[src/rtl/arith_pkg.sv]
// Shared definitions for the serial arithmetic blocks.
//   state_t      : FSM encoding for the start/done handshake blocks
//   WIDTH_DEF    : default operand width
//   DIGIT_DEF    : default bits processed per clock
//   num_digits() : clock count per operation (WIDTH/DIGIT)
//   cnt_width()  : digit counter width, clog2(N) but never below 1
package arith_pkg;

    typedef enum logic [1:0] {
        S_IDLE = 2'd0,
        S_RUN  = 2'd1,
        S_DONE = 2'd2
    } state_t;

    localparam int unsigned WIDTH_DEF = 32;
    localparam int unsigned DIGIT_DEF = 4;

    function automatic int unsigned num_digits(input int unsigned width, input int unsigned digit);
        return width / digit;
    endfunction

    function automatic int unsigned cnt_width(input int unsigned n);
        return (n <= 1) ? 1 : $clog2(n);
    endfunction

endpackage

[src/rtl/sub_digit.sv]
// Combinational DIGIT-bit subtractor: {bo, d} = a - b - bi.
//   a, b : DIGIT-bit operands
//   bi   : borrow in
//   d    : DIGIT-bit difference
//   bo   : borrow out (1 when a < b + bi)
module sub_digit #(
    parameter int unsigned DIGIT = 4
) (
    input  logic [DIGIT-1:0] a,
    input  logic [DIGIT-1:0] b,
    input  logic             bi,
    output logic [DIGIT-1:0] d,
    output logic             bo
);

    // One extra bit captures the wrap-around, which is exactly the borrow.
    logic [DIGIT:0] diff_ext;

    always_comb begin
        diff_ext = (DIGIT+1)'(a) - (DIGIT+1)'(b) - (DIGIT+1)'(bi);
        d        = diff_ext[DIGIT-1:0];
        bo       = diff_ext[DIGIT];
    end

endmodule

[src/rtl/serial_subtractor32.sv]
// Digit-serial two's-complement subtractor: D = A - B - Bi, borrow-out Bo.
// DIGIT bits per clock, borrow carried in a register between digits;
// done rises N = WIDTH/DIGIT edges after the accepting edge.
//   clk, rst_n : clock (rising edge), synchronous active-low reset
//   start      : request, honoured only in IDLE or DONE
//   A, B, Bi   : minuend, subtrahend, borrow-in; captured on accept
//   busy       : high while computing
//   done       : high while D/Bo hold a valid result
//   D, Bo      : difference mod 2^WIDTH, final borrow-out
module serial_subtractor32
    import arith_pkg::*;
#(
    parameter int unsigned WIDTH = WIDTH_DEF,
    parameter int unsigned DIGIT = DIGIT_DEF
) (
    input  logic             clk,
    input  logic             rst_n,
    input  logic             start,
    input  logic [WIDTH-1:0] A,
    input  logic [WIDTH-1:0] B,
    input  logic             Bi,
    output logic             busy,
    output logic             done,
    output logic [WIDTH-1:0] D,
    output logic             Bo
);

    localparam int unsigned N  = num_digits(WIDTH, DIGIT);
    localparam int unsigned CW = cnt_width(N);
    localparam logic [CW-1:0] LAST = CW'(N - 1);

    if ((WIDTH % DIGIT) != 0) begin : g_bad_digit
        $error("WIDTH must be a multiple of DIGIT");
    end

    state_t           state;
    state_t           state_nxt;
    logic             accept_c;
    logic             last_c;

    logic [CW-1:0]    cnt;
    logic [WIDTH-1:0] a_sr;
    logic [WIDTH-1:0] b_sr;
    logic             borrow_q;

    logic [DIGIT-1:0] dig_d;
    logic             dig_bo;

    // Low digit of the operand shift registers, chained through borrow_q.
    sub_digit #(
        .DIGIT (DIGIT)
    ) u_sub_digit (
        .a  (a_sr[DIGIT-1:0]),
        .b  (b_sr[DIGIT-1:0]),
        .bi (borrow_q),
        .d  (dig_d),
        .bo (dig_bo)
    );

    // State register.
    always_ff @(posedge clk) begin
        if (!rst_n) begin
            state <= S_IDLE;
        end else begin
            state <= state_nxt;
        end
    end

    // Next state and per-edge control strobes.
    always_comb begin
        state_nxt = state;
        accept_c  = 1'b0;
        last_c    = 1'b0;
        case (state)
            S_IDLE: begin
                if (start) begin
                    accept_c  = 1'b1;
                    state_nxt = S_RUN;
                end
            end
            S_RUN: begin
                // start is deliberately not looked at here.
                if (cnt == LAST) begin
                    last_c    = 1'b1;
                    state_nxt = S_DONE;
                end
            end
            S_DONE: begin
                if (start) begin
                    accept_c  = 1'b1;
                    state_nxt = S_RUN;
                end
            end
            default: begin
                state_nxt = S_IDLE;
            end
        endcase
    end

    // Datapath: operand capture, digit shifting, result assembly.
    always_ff @(posedge clk) begin
        if (!rst_n) begin
            cnt      <= '0;
            a_sr     <= '0;
            b_sr     <= '0;
            borrow_q <= 1'b0;
            D        <= '0;
            Bo       <= 1'b0;
            busy     <= 1'b0;
            done     <= 1'b0;
        end else if (accept_c) begin
            cnt      <= '0;
            a_sr     <= A;
            b_sr     <= B;
            borrow_q <= Bi;
            busy     <= 1'b1;
            done     <= 1'b0;
        end else if (state == S_RUN) begin
            // Digits enter at the MSB end, so after N shifts the first one sits at bit 0.
            D        <= {dig_d, D[WIDTH-1:DIGIT]};
            a_sr     <= a_sr >> DIGIT;
            b_sr     <= b_sr >> DIGIT;
            borrow_q <= dig_bo;
            cnt      <= cnt + CW'(1);
            if (last_c) begin
                Bo   <= dig_bo;
                busy <= 1'b0;
                done <= 1'b1;
            end
        end
    end

endmodule

[config.mk]
export PLATFORM = sky130hd
export DESIGN_NAME = serial_subtractor32
export DESIGN_NICKNAME = d
export VERILOG_FILES = /design/src/rtl/arith_pkg.sv /design/src/rtl/sub_digit.sv /design/src/rtl/serial_subtractor32.sv
export SDC_FILE = /design/constraint.sdc
export NUM_CORES = 1
export LEC_CHECK = 0
export CORE_ASPECT_RATIO = 0.75
export CORE_MARGIN = 2
export CORE_UTILIZATION = 49
export DETAILED_ROUTE_END_ITERATION = 7
export PLACE_DENSITY = 0.81
export SLEW_MARGIN = 20
export SYNTH_ARGS = -nofsm -noshare
export SYNTH_HDL_FRONTEND = slang
export SYNTH_SLANG_ARGS = --single-unit
[constraint.sdc]
create_clock -name clk -period 2.1 [get_ports clk]
set_clock_uncertainty 0.05 [all_clocks]
set_input_delay 0.63 -clock clk [delete_from_list [all_inputs] [get_ports clk]]
set_output_delay 0.63 -clock clk [all_outputs]
set_load 0.05 [all_outputs]
==> results.ini, run 1 <==
[run_status]
outcome=finished, final reports clean

[floorplanning]
ioPinCount=103
dieArea_sq_mm=0.0101
chipHeight_um=87.5
core_sq_mm=0.00905
start_util=0.503
placementRows=30
die_w_um=115

[cts]
htree_levels=3
cts.sinks=105
clkTransAtPathRegs_ns=0.07
cts_buffer_depth=2
cts_tree=built
clk_latency_ns=0.35
cts_setup_buffers=0
clockRootBuffer=clkbuf_16
numCtsBuffers=9

[synth]
synthTopCellsByCount=nand2_1 (186), dfxtp_1 (105), nor2_1 (60), a21oi_1 (43), a311oi_1 (32)
synth_area_leader_cell=dfxtp_1
syn_inst=551
synthArstFlopShare=0
synth_nets=629
yosys.area.top_type_share=0.462
syn_area_sq_mm=0.00455
netlist-cell-type-count=29
yosysSeqAreaShare=0.462
avgSynthCellArea_sq_um=8.26
synth_area_leaders=dfxtp_1 (46%), nand2_1 (15%), a311oi_2 (7.6%)
ys_ff_latch=105
yosysWarnings=0
yosysMostFrequentCell=nand2_1
synth_edf_count=0
synth-main-ff-cell=dfxtp_1

[timing]
fmax_mhz=505
finalCriticalPeriod_ns=1.98
worst_pin_slew_ns=0.610
grt_setup_unrepaired=no
max_slew_margin=0.593
fin_tns_setup_ns=0
final-hold-violation-count=0
final_max_slew_viol_count=0
setup_violations=0
fin_crit_sh=0.942

[run]
max-cap-violations=0

[route]
drt_iter0_drc=357
via_count=4068
drc=0
wl_per_cell_um=14.6
dr.pass1.iters=5
viasPerCell=5.32
wirelength_um=11100
antenna_left=0

[global_routing]
track_usage=0.225
antenna_found_initial=0
grt_max_degree=58
grt_pass1_wl_um=18000
overflow=0
grt_pass1_vias=3792

[placed_design]
dpl_cell_area_sq_mm=0.00558
place_inst=749
hpwl_um=7510
port-buffer-count=102
gp_congestion=0.858

[layout]
finish.utilization=0.648
diodes=0
fin_cells=765
final_cell_area_sq_mm=0.00587
n_fill_cell=756
drive_gt1_frac=0.149
layout.nets=710
syn_to_final_growth_pct=28.8
ff_latch_area_sq_mm=0.00210
multi_input_area_sq_mm=0.00216

[setup_path]
crit_fanout=2
cp_common_cell=fa_1
worstSetupStartpointType=register
cp.arrival_ns=2.18
critical_path_required_ns=2.31
worstPathCellList=inv_1, fa_1, fa_1, nor2b_2, o21ai_1, a311oi_1
slowest_delay_ns=0.45
crit_type=reg -> reg
worstSetupEndpointType=register
slowest_stage=fa_1
reg2regPathDepth=6

[pwr]
vdd_ir_drop_max_uv=496
p_leak_nw=2.15
power_density_mw_per_mm2=782

[hold_path]
hold_path.class=reg -> reg
hold_depth=2

[cell usage in the layout, fill, tap and decap left out, drive strengths merged]
| cell type | n |
|---|---|
| buf | 50 |
| a2bb2oi | 1 |
| inv | 11 |
| o211ai | 1 |
| nor2 | 60 |
| a2111o | 1 |
| nand3 | 8 |
| clkdlybuf4s50 | 67 |
| nand2b | 3 |
| clkbuf | 9 |
| fa | 2 |
| clkinvlp | 2 |
| xnor2 | 3 |
| a211oi | 2 |
| nor2b | 3 |
| and3b | 2 |
| a22oi | 2 |
| o21ai | 4 |
| o21a | 2 |
| nor3b | 1 |
| a311oi | 55 |
| a31oi | 1 |
| ha | 8 |
| nand2 | 186 |
| a21oi | 43 |
| clkinv | 4 |
| dfxtp | 105 |
| and2b | 1 |
[critical path, delay by kind of cell, from the launching register on]
| family | cells | cell delay, ns |
|---|---|---|
| AO/OA/AOI/OAI | 2 | 0.37 |
| AND/OR/NAND/NOR | 1 | 0.17 |
| flip-flops | 1 | 0.34 |
| adder cells (fa/ha/maj) | 2 | 0.89 |
| buffers and inverters | 1 | 0.06 |
[cell type report]
cell class,instances,area share
clock buffers,9,0.0384
clock inverters,7,0.00917
inverters,10,0.00661
multi-input cells,389,0.369
flip-flops and latches,105,0.358
well taps,128,0.0273
repair buffers,117,0.191
[worst paths after layout]
path                                 end  slack (ns)     start
worst max-delay path            borrow_q        0.12   b_sr[0]
worst min-delay path            b_sr[29]        0.41  b_sr[29]
worst max register to register  borrow_q        0.12   b_sr[0]
worst min register to register  b_sr[29]        0.41  b_sr[29]
[timing repair]
| item | in CTS | in global routing |
|---|---|---|
| gates resized for setup | 0 | 3 |
| hold buffers | 0 | 0 |
| setup endpoints to repair | 0 | 2 |
[sequential cells by signal, indices dropped and copies added (netlist names)]
signal	cells
done	1
cnt	3
a_sr	32
D	32
Bo	1
b_sr	32
borrow_q	1
busy	1
state	2
[stage by stage]
step                      total power, W  hold slack, ns  setup WS, ns
after floorplan                  0.00275           0.387         0.270
after global placement           0.00300           0.392         0.115
after detailed placement         0.00303           0.400        0.0530
after CTS                        0.00461           0.410        0.0667
after global routing             0.00480           0.436        0.0162
final                            0.00459           0.408         0.121
[logic make-up (layout without fill, tap and decap cells)]
logic type	Yosys count	after routing	synth area share
compound gates	112	112	0.206
buf+inv	57	143	0.0684
xor+xnor	3	3	0.00577
simple gates	264	264	0.227
fa+ha+maj	10	10	0.0308
flops	105	105	0.462
[power breakdown]
group          internal, W  switching, W  leakage, nW
clock             0.000814      0.000770        0.134
sequential         0.00212     0.0000787        0.862
combinational     0.000359      0.000448         1.16
total              0.00329       0.00130         2.15
[routing by layer]
layer | track usage | wire length [um]
met4 | 0.0602 | 125
met1 | 0.308 | 5150
met2 | 0.349 | 5140
met5 | 0 | 0
met3 | 0.0654 | 723
No activity file was read; power rests on OpenSTA's default activity.
==> run 2, diff against run 1 <==
- CTS_BUF_LIST: unset -> sky130_fd_sc_hd__clkbuf_2 sky130_fd_sc_hd__clkbuf_4 sky130_fd_sc_hd__clkbuf_8
- HOLD_SLACK_MARGIN: unset -> 0.02
==> run 2 against run 1 <==
Clock power decreased by 27%. Count of clock-buffer cells in the layout unchanged. Register-to-register slack about the same. Cell area fell by 1.7%.
==> results.ini, run 2 (same netlist as run 1, synthesis figures left out) <==
[cts]
cts_buffer_depth=2  ; unchanged
numCtsBuffers=9  ; unchanged
clk_latency_ns=0.38  ; +0.03 ns
cts.sinks=105  ; unchanged
clockRootBuffer=clkbuf_8
cts_setup_buffers=0  ; unchanged
clkTransAtPathRegs_ns=0.10  ; +0.03 ns
ctsHoldBuffers=0  ; unchanged
cts_tree=built
cts_resized=0  ; unchanged
htree_levels=3  ; unchanged

[layout]
layout.nets=710  ; unchanged
syn_to_final_growth_pct=26.6
multi_input_area_sq_mm=0.00216  ; unchanged
finish.utilization=0.637  ; -0.0112
ff_latch_area_sq_mm=0.00210  ; unchanged
drive_gt1_frac=0.149  ; unchanged
final_cell_area_sq_mm=0.00576  ; -1.7%
final_common_cell=nand2_1
reg_top3=D: 32 flops, a_sr: 32 flops, b_sr: 32 flops
most-common-layout-cells=nand2_1 (186), dfxtp_1 (105), clkdlybuf4s50_1 (67)
n_fill_cell=770  ; +1.9%
diodes=0  ; unchanged

[setup_path]
cp_num_buf_inv=1  ; unchanged
slowest_delay_ns=0.45  ; about the same
worstReg2RegStart=b_sr[0]
cp.arrival_ns=2.22  ; +0.04 ns
crit_family=adder cells
crit_fanout=2  ; unchanged
r2r-end=borrow_q
reg2regPathDepth=6  ; unchanged
worstSetupStartpointType=register
worstPathCellList=inv_1, fa_1, fa_1, nor2b_2, o21ai_1, a311oi_1
r2r_setup_slack_ns=0.12  ; about the same
cp_common_cell=fa_1
worstSetupEndpointType=register
critical_path_required_ns=2.34  ; +0.03 ns
slowest_stage=fa_1
crit_type=reg -> reg

[route]
via_count=4005  ; -1.5%
drt_iter0_drc=258  ; -28%
antenna_left=0  ; unchanged
viasPerCell=5.24  ; -1.5%
dr.pass1.iters=5  ; unchanged
drc=0  ; unchanged
wl_per_cell_um=14.3  ; -1.6%
wirelength_um=11000  ; -1.6%

[pwr]
total_power_w=0.00416  ; -9.3%
switching_share=0.299  ; +0.0161
comb_power_share=0.193  ; +0.017
vdd_ir_drop_max_uv=406  ; -18%
clockPowerShare=0.279  ; -0.066
p_int_w=0.00292  ; -11%
p_sw_w=0.00124  ; -4.2%
seqPwrFrac=0.528  ; +0.049
power_density_mw_per_mm2=722  ; -7.7%
p_leak_nw=2.10  ; -2.1%

[timing]
finalCriticalPeriod_ns=1.98  ; -0.00103 ns
whs_ns=0.411  ; +0.00271 ns
fmax_mhz=506  ; about the same
final_max_slew_viol_count=0  ; unchanged
final-hold-violation-count=0  ; unchanged
grt_setup_unrepaired=no
worst_pin_slew_ns=0.598  ; -0.0125 ns
max_slew_margin=0.602  ; +0.00832
setup_violations=0  ; unchanged
fin_crit_sh=0.942  ; about the same
fin_tns_setup_ns=0  ; unchanged

[hold_path]
min_from=b_sr[29]
hold_end=b_sr[29]
hold_depth=2  ; unchanged
hold_path.class=reg -> reg

[global_routing]
track_usage=0.223  ; -0.00201
grt_max_degree=58  ; unchanged
grt_pass1_vias=3757  ; -0.92%
antenna_found_initial=0  ; unchanged
overflow=0  ; unchanged
grt_pass1_wl_um=17800  ; -1.0%

[floorplanning]
core_sq_mm=0.00905  ; unchanged
die_w_um=115  ; unchanged
start_util=0.503  ; unchanged
placementRows=30  ; unchanged
ioPinCount=103  ; unchanged
chipHeight_um=87.5  ; unchanged
dieArea_sq_mm=0.0101  ; unchanged

[placed_design]
gp_congestion=0.858  ; unchanged
hpwl_um=7510  ; unchanged
port-buffer-count=102  ; unchanged
dpl_cell_area_sq_mm=0.00558  ; unchanged

[run_status]
outcome=finished, final reports clean

[run]
max-cap-violations=0  ; unchanged

## run 2: metal layers
layer,track usage,wire [um]
met5,0,0
met4,0.0548,148
met3,0.0675,690
met2,0.345,5010
met1,0.306,5100
## run 2: metrics by stage
step           setup slack (ns)  std cells
2_1_floorplan             0.270        551
3_3_place_gp              0.115        749
3_5_place_dp             0.0530        749
4_1_cts                  0.0615        765
5_1_grt                 0.00905        765
6_report                  0.123        765
## run 2: tightest hold or removal path: cells and delay by family, from the launching register on
family | cells | cell delay, ns
AOI/OAI and AO/OA | 1 | 0.05
DFF | 1 | 0.32
and+or+nand+nor | 1 | 0.05
## run 2: power by group through the flow
stage / clock (W) / sequential [W] / combinational (W)
floorplan: 0 / 0.00227 / 0.000479
global placement: 0 / 0.00224 / 0.000767
detailed placement: 0 / 0.00224 / 0.000790
CTS: 0.00119 / 0.00220 / 0.000795
global route: 0.00129 / 0.00221 / 0.000876
finish: 0.00116 / 0.00220 / 0.000803
## run 2: worst max-delay path by stage
stage                 start  endpoint  slack [ns]  depth (start not counted)
CTS                 b_sr[0]  borrow_q        0.06                          6
detailed placement  b_sr[0]  borrow_q        0.05                          6
global placement      start  b_sr[30]        0.11                          5
floorplan           b_sr[0]  borrow_q        0.27                          6
finish              b_sr[0]  borrow_q        0.12                          6
global route        b_sr[0]  borrow_q       0.009                          6
## run 2: cell type report
type | count | share of cell area
multi-input combinational | 389 | 0.376
clock buffer | 9 | 0.0215
sequential | 105 | 0.365
clock inverter | 7 | 0.00933
timing repair buffer | 117 | 0.194
inverter | 10 | 0.00673
tap | 128 | 0.0278
